===== config.mk =====
export PLATFORM = sky130hd
export DESIGN_NAME = hazard_stall_ctrl
export DESIGN_NICKNAME = d
export VERILOG_FILES = /design/src/rtl/hazard_stall_ctrl.sv
export SDC_FILE = /design/constraint.sdc
export NUM_CORES = 1
export LEC_CHECK = 0
export BUFFER_PORTS_ARGS = -buffer_cell sky130_fd_sc_hd__buf_4
export CAP_MARGIN = 5
export CELL_PAD_IN_SITES_DETAIL_PLACEMENT = 1
export CELL_PAD_IN_SITES_GLOBAL_PLACEMENT = 2
export CORE_UTILIZATION = 27
export DETAILED_ROUTE_END_ITERATION = 6
export PLACE_DENSITY_LB_ADDON = 0.1
export SLEW_MARGIN = 25
export SYNTH_ARGS = -nofsm -noshare
export SYNTH_HDL_FRONTEND = slang
export SYNTH_SLANG_ARGS = --single-unit

===== constraint.sdc =====
create_clock -name clk -period 2 [get_ports clk]
set_input_delay 0.2 -clock clk [delete_from_list [all_inputs] [get_ports clk]]
set_output_delay 0.2 -clock clk [all_outputs]
set_load 0.01 [all_outputs]

===== src/rtl/hazard_stall_ctrl.sv =====
// Pipeline sequencer for the 5-stage core: per-stage enable/flush for hazards
// that forwarding cannot cover, plus a mul/div watchdog and stall/flush counters.
module hazard_stall_ctrl #(
  parameter int MD_TIMEOUT = 64,
  parameter int CNT_W      = 32
) (
  input  logic             clk,
  input  logic             rst,
  input  logic             id_ex_memread,
  input  logic [4:0]       id_ex_rd,
  input  logic [4:0]       if_id_rs1,
  input  logic [4:0]       if_id_rs2,
  input  logic             if_id_use_rs1,
  input  logic             if_id_use_rs2,
  input  logic             ex_redirect,
  input  logic             ex_md_start,
  input  logic             md_done,
  input  logic             dmem_req,
  input  logic             dmem_ready,
  output logic             pc_en,
  output logic             if_id_en,
  output logic             if_id_flush,
  output logic             id_ex_en,
  output logic             id_ex_flush,
  output logic             ex_mem_en,
  output logic             ex_mem_flush,
  output logic             mem_wb_en,
  output logic             md_busy,
  output logic             md_timeout,
  output logic [CNT_W-1:0] stall_cnt,
  output logic [CNT_W-1:0] flush_cnt
);

  localparam int WD_W = $clog2(MD_TIMEOUT) + 1;

  typedef enum logic [1:0] {RUN, MD_BUSY, MEM_WAIT} state_t;

  state_t          state, state_nxt;
  logic [WD_W-1:0] wd_cnt;
  logic            md_ret;
  logic            memstall, loaduse, md_start_ok, wd_expired;
  logic            md_exit, flush_evt, wd_clear;

  assign memstall    = dmem_req && !dmem_ready;
  assign loaduse     = id_ex_memread && (id_ex_rd != 5'd0) &&
                       (((id_ex_rd == if_id_rs1) && if_id_use_rs1) ||
                        ((id_ex_rd == if_id_rs2) && if_id_use_rs2));
  // The mul/div stays in EX for one cycle after its result is captured; don't restart it.
  assign md_start_ok = ex_md_start && !md_ret;
  assign wd_expired  = (wd_cnt == WD_W'(MD_TIMEOUT - 1));
  assign md_busy     = (state == MD_BUSY);

  always_comb begin
    pc_en        = 1'b1;
    if_id_en     = 1'b1;
    id_ex_en     = 1'b1;
    ex_mem_en    = 1'b1;
    mem_wb_en    = 1'b1;
    if_id_flush  = 1'b0;
    id_ex_flush  = 1'b0;
    ex_mem_flush = 1'b0;
    state_nxt    = state;
    md_exit      = 1'b0;
    flush_evt    = 1'b0;
    wd_clear     = 1'b0;

    if (rst) begin
      pc_en        = 1'b0;
      if_id_en     = 1'b0;
      id_ex_en     = 1'b0;
      ex_mem_en    = 1'b0;
      mem_wb_en    = 1'b0;
      if_id_flush  = 1'b1;
      id_ex_flush  = 1'b1;
      ex_mem_flush = 1'b1;
      state_nxt    = RUN;
    end else begin
      case (state)
        MD_BUSY: begin
          pc_en        = 1'b0;
          if_id_en     = 1'b0;
          id_ex_en     = 1'b0;
          ex_mem_flush = 1'b1;
          if (md_done || wd_expired) begin
            ex_mem_flush = 1'b0;
            md_exit      = 1'b1;
            state_nxt    = RUN;
          end
        end
        // MEM_WAIT releases into a full RUN evaluation in the dmem_ready cycle.
        default: begin
          if (memstall) begin
            pc_en     = 1'b0;
            if_id_en  = 1'b0;
            id_ex_en  = 1'b0;
            ex_mem_en = 1'b0;
            mem_wb_en = 1'b0;
            state_nxt = MEM_WAIT;
          end else if (md_start_ok) begin
            pc_en        = 1'b0;
            if_id_en     = 1'b0;
            id_ex_en     = 1'b0;
            ex_mem_flush = 1'b1;
            wd_clear     = 1'b1;
            state_nxt    = MD_BUSY;
          end else if (ex_redirect) begin
            if_id_flush = 1'b1;
            id_ex_flush = 1'b1;
            flush_evt   = 1'b1;
            state_nxt   = RUN;
          end else begin
            state_nxt = RUN;
            if (loaduse) begin
              pc_en       = 1'b0;
              if_id_en    = 1'b0;
              id_ex_flush = 1'b1;
            end
          end
        end
      endcase
    end
  end

  always_ff @(posedge clk) begin
    if (rst) begin
      state      <= RUN;
      wd_cnt     <= '0;
      md_ret     <= 1'b0;
      md_timeout <= 1'b0;
      stall_cnt  <= '0;
      flush_cnt  <= '0;
    end else begin
      state  <= state_nxt;
      md_ret <= md_exit;
      if (wd_clear)
        wd_cnt <= '0;
      else if (md_busy && !md_exit)
        wd_cnt <= wd_cnt + 1'b1;
      if (md_exit && !md_done)
        md_timeout <= 1'b1;
      if (!pc_en && (stall_cnt != '1))
        stall_cnt <= stall_cnt + 1'b1;
      if (flush_evt && (flush_cnt != '1))
        flush_cnt <= flush_cnt + 1'b1;
    end
  end

endmodule


==> metrics <==
layout cell share with drive strength beyond 1=41.5%; library cell used as clock root buffer=sky130_fd_sc_hd__clkbuf_16; width of the die=approximately 120 um; clock edge transition at the registers on the reported setup and hold paths=0.06 ns; Hold/Removal Path Class=primary input to register; total power per unit cell area=588 nW/um2; final setup fails=6; Slew Limit Headroom=45.8%; synthesized cell area=3730 um2; number of fill cells=1,618; clock buffers created by TritonCTS=9; cell family with most CP delay=simple AND/OR/NAND/NOR gates; crit share post-route=103%; most instantiated library cell after synthesis=sky130_fd_sc_hd__nor2_1; met2 layer wire length in the routed design=6070 um; most used flip-flop cell after synthesis=sky130_fd_sc_hd__dfxtp_1; biggest area contributors in the synthesized netlist=sky130_fd_sc_hd__dfxtp_1, sky130_fd_sc_hd__xor2_1, sky130_fd_sc_hd__nor2_1, sky130_fd_sc_hd__xnor2_1, sky130_fd_sc_hd__nand4_1; Worst EP required=about 2.3 ns; unrepaired setup endpoints after global routing=yes; maximum number of pins on one net before global-route repair=73; Synth warnings=0; starting density of the core=28.0%; final critical-path setup slack=-0.0662 ns; remaining global-route overflow=0; Die ar.=14,300 um2; # diodes=0; signed area change from the synthesized netlist to the final layout=58.8%; All-Layer GR Usage=17.1%; DRT Wirelength=12,300 um; cell with the largest stage delay on the worst path=sky130_fd_sc_hd__or3_4; static power due to leakage=0.00249 uW; Yosys cell types=48; TritonCTS clock tree=built; Tightest Pin Transition=0.814 ns; count of unresolved DRC violations after routing=0; Buffers on Ports=98; EDFF count, synth=0; number of global-route vias before repair=3,993; number of nets still failing antenna checks after routing=0; total count of hold-check failures in the final report=0; die boundary height=around 120 um; top layer reached by signal wires=met4; kind of critical path=register to register; met3 layer wire length in the routed design=about 500 um; Placed Instances=795; multi-input gate area in the final layout=2260 um2; violated checks=setup timing; worst path arrival time=2.34 ns; cell-by-cell listing of the critical path=nand4_1, buf_4, or3_4, or3_4, or4_4, a21oi_2; Avg WL per Cell=14.9 um; total non-filler cell area in the finished layout=5930 um2; Post-CTS Hold Buffers=0; Post-Synthesis Net Count=478; detailed-routing iteration count for the pre-antenna-repair pass=4; proportion of register bits with asynchronous set or reset after synthesis=0%; fmax=between 0.4 and 0.5 GHz; cell seen most often among critical-path stages=sky130_fd_sc_hd__or3_4; maximum vdd drop=approximately 0.00033 V; synthesized netlist cell count=450; Max clock buf depth=2; Post-Route Skew=0.00416 ns; first-pass GRT wire length=19,500 um; top cell type by total area after synthesis=sky130_fd_sc_hd__dfxtp_1; FF+latch count, synth=between 70 and 80; number of slew-limit violations in the final report=0; detailed-route via count=3,890; average size of a mapped cell=8.30 um2; Core Rows=42; routed via count divided by cell count=roughly 4.7; Worst-Skew Late Latency=0.34 ns; layout net count=672; count of pins on the block boundary=slightly below 100; slowest cell delay on critical path=0.43 ns; floorplan core area=13,300 um2; number of standard cells in the final layout excluding fillers=824; count of maximum capacitance violations=0; Clock Sinks=75; HPWL after detailed placement=8760 um; critical path fanouts, max=4; Seq. cell area=1510 um2; buffering stage count on the worst path with inverters included=1; initial antenna violation count=0; routed length on met1=5510 um; fraction of synthesized cell area taken by the top area cell type=40.2%; crit path capture type=register; portion of the post-synthesis area used by sequential elements=40.2%; most used standard cells in the synthesized netlist=sky130_fd_sc_hd__nor2_1, sky130_fd_sc_hd__dfxtp_1, sky130_fd_sc_hd__xor2_1; Tmin final=2.07 ns; result of the run=finished, violations left; Critical Path Start Type=register; last weighted congestion value of the routability-driven placer=around 0.76; cell area reported after detailed placement=5280 um2; Iteration-0 DRC Markers=111; H-Tree Level Count=3
-- worst paths after layout --
kind,from,end,slack (ns),cells past startpoint
max,stall_cnt[9],stall_cnt[29],-0.07,6
min,md_done,md_timeout,0.06,2
max reg2reg,stall_cnt[9],stall_cnt[29],-0.07,6
min reg2reg,md_timeout,md_timeout,0.48,2
-- registers in the layout, indices dropped and copies added (netlist names) --
name	count
state	2
flush_cnt	32
stall_cnt	32
md_timeout	1
md_ret	1
wd_cnt	7
-- power breakdown --
group,internal (uW),switching (uW)
Combinational,152,149
Clock,1030,640
Sequential,1510,9.17
Total,2690,799
-- metrics by stage --
stage	util (%)	setup TNS, ns	worst slack, ns	hold WS [ns]	total power (uW)
6_report	44.4	-0.194	-0.0662	0.0625	3490
4_1_cts	42.5	-0.128	-0.0521	0.0514	3510
5_1_grt	44.4	-2.68	-0.190	0.0520	3620
3_5_place_dp	39.5	-2.01	-0.148	0.415	1830
3_3_place_gp	39.5	-1.19	-0.110	0.406	1820
2_1_floorplan	-	0	0.00209	0.305	1680
-- final cells by class --
cell class | instances | area share, %
repair buffers | 201 | 26.6
clock buffers | 13 | 4.39
inverters | 13 | 1.08
clock inverters | 2 | 0.591
multi-input cells | 344 | 38.1
flip-flops and latches | 75 | 25.5
well taps | 176 | 3.71
-- metal layers --
layer / global-route usage [%] / vias up
met5: 0 / -
met4: 6.80 / 0
met3: 3.42 / 13
met2: 29.4 / 68
met1: 20.9 / 1865
li1: - / 1944
-- timing repair --
| action | in CTS | in global routing |
|---|---|---|
| pin swaps | 10 | 36 |
| setup buffers | 7 | 7 |
| gates resized for setup | 13 | 46 |
| endpoints found under the hold margin | 0 | 0 |
| cloned | 0 | 1 |
| endpoints found under the setup margin | 26 | 49 |
-- placed cells by master (no fill, tap or decap), drive strengths merged, types with 2 or more instances in the layout --
| master | n |
|---|---|
| a21o | 3 |
| a21oi | 10 |
| and2 | 6 |
| and3 | 13 |
| and4 | 7 |
| buf | 200 |
| clkbuf | 14 |
| clkinv | 2 |
| dfxtp | 75 |
| ha | 3 |
| inv | 12 |
| mux2 | 2 |
| nand2 | 28 |
| nand2b | 3 |
| nand3 | 30 |
| nand4 | 33 |
| nor2 | 82 |
| nor2b | 3 |
| nor3 | 13 |
| nor4 | 5 |
| o21ai | 6 |
| o22ai | 2 |
| o31ai | 3 |
| or2 | 2 |
| or3 | 6 |
| or4 | 6 |
| xnor2 | 26 |
| xor2 | 42 |
-- kinds of logic (layout without fill, tap and decap cells) --
family | count (synthesis) | count (layout) | synth area share (%)
buffers and inverters | 31 | 229 | 3.62
muxes | 3 | 3 | 0.871
DFF | 75 | 75 | 40.2
adders and majority gates | 3 | 3 | 1.01
and+or+nand+nor | 241 | 241 | 33.5
AOI/OAI and AO/OA | 29 | 29 | 4.79
xor gates and xnor gates | 68 | 68 | 16.0
Note: power is estimated with default switching activity, not from simulation.
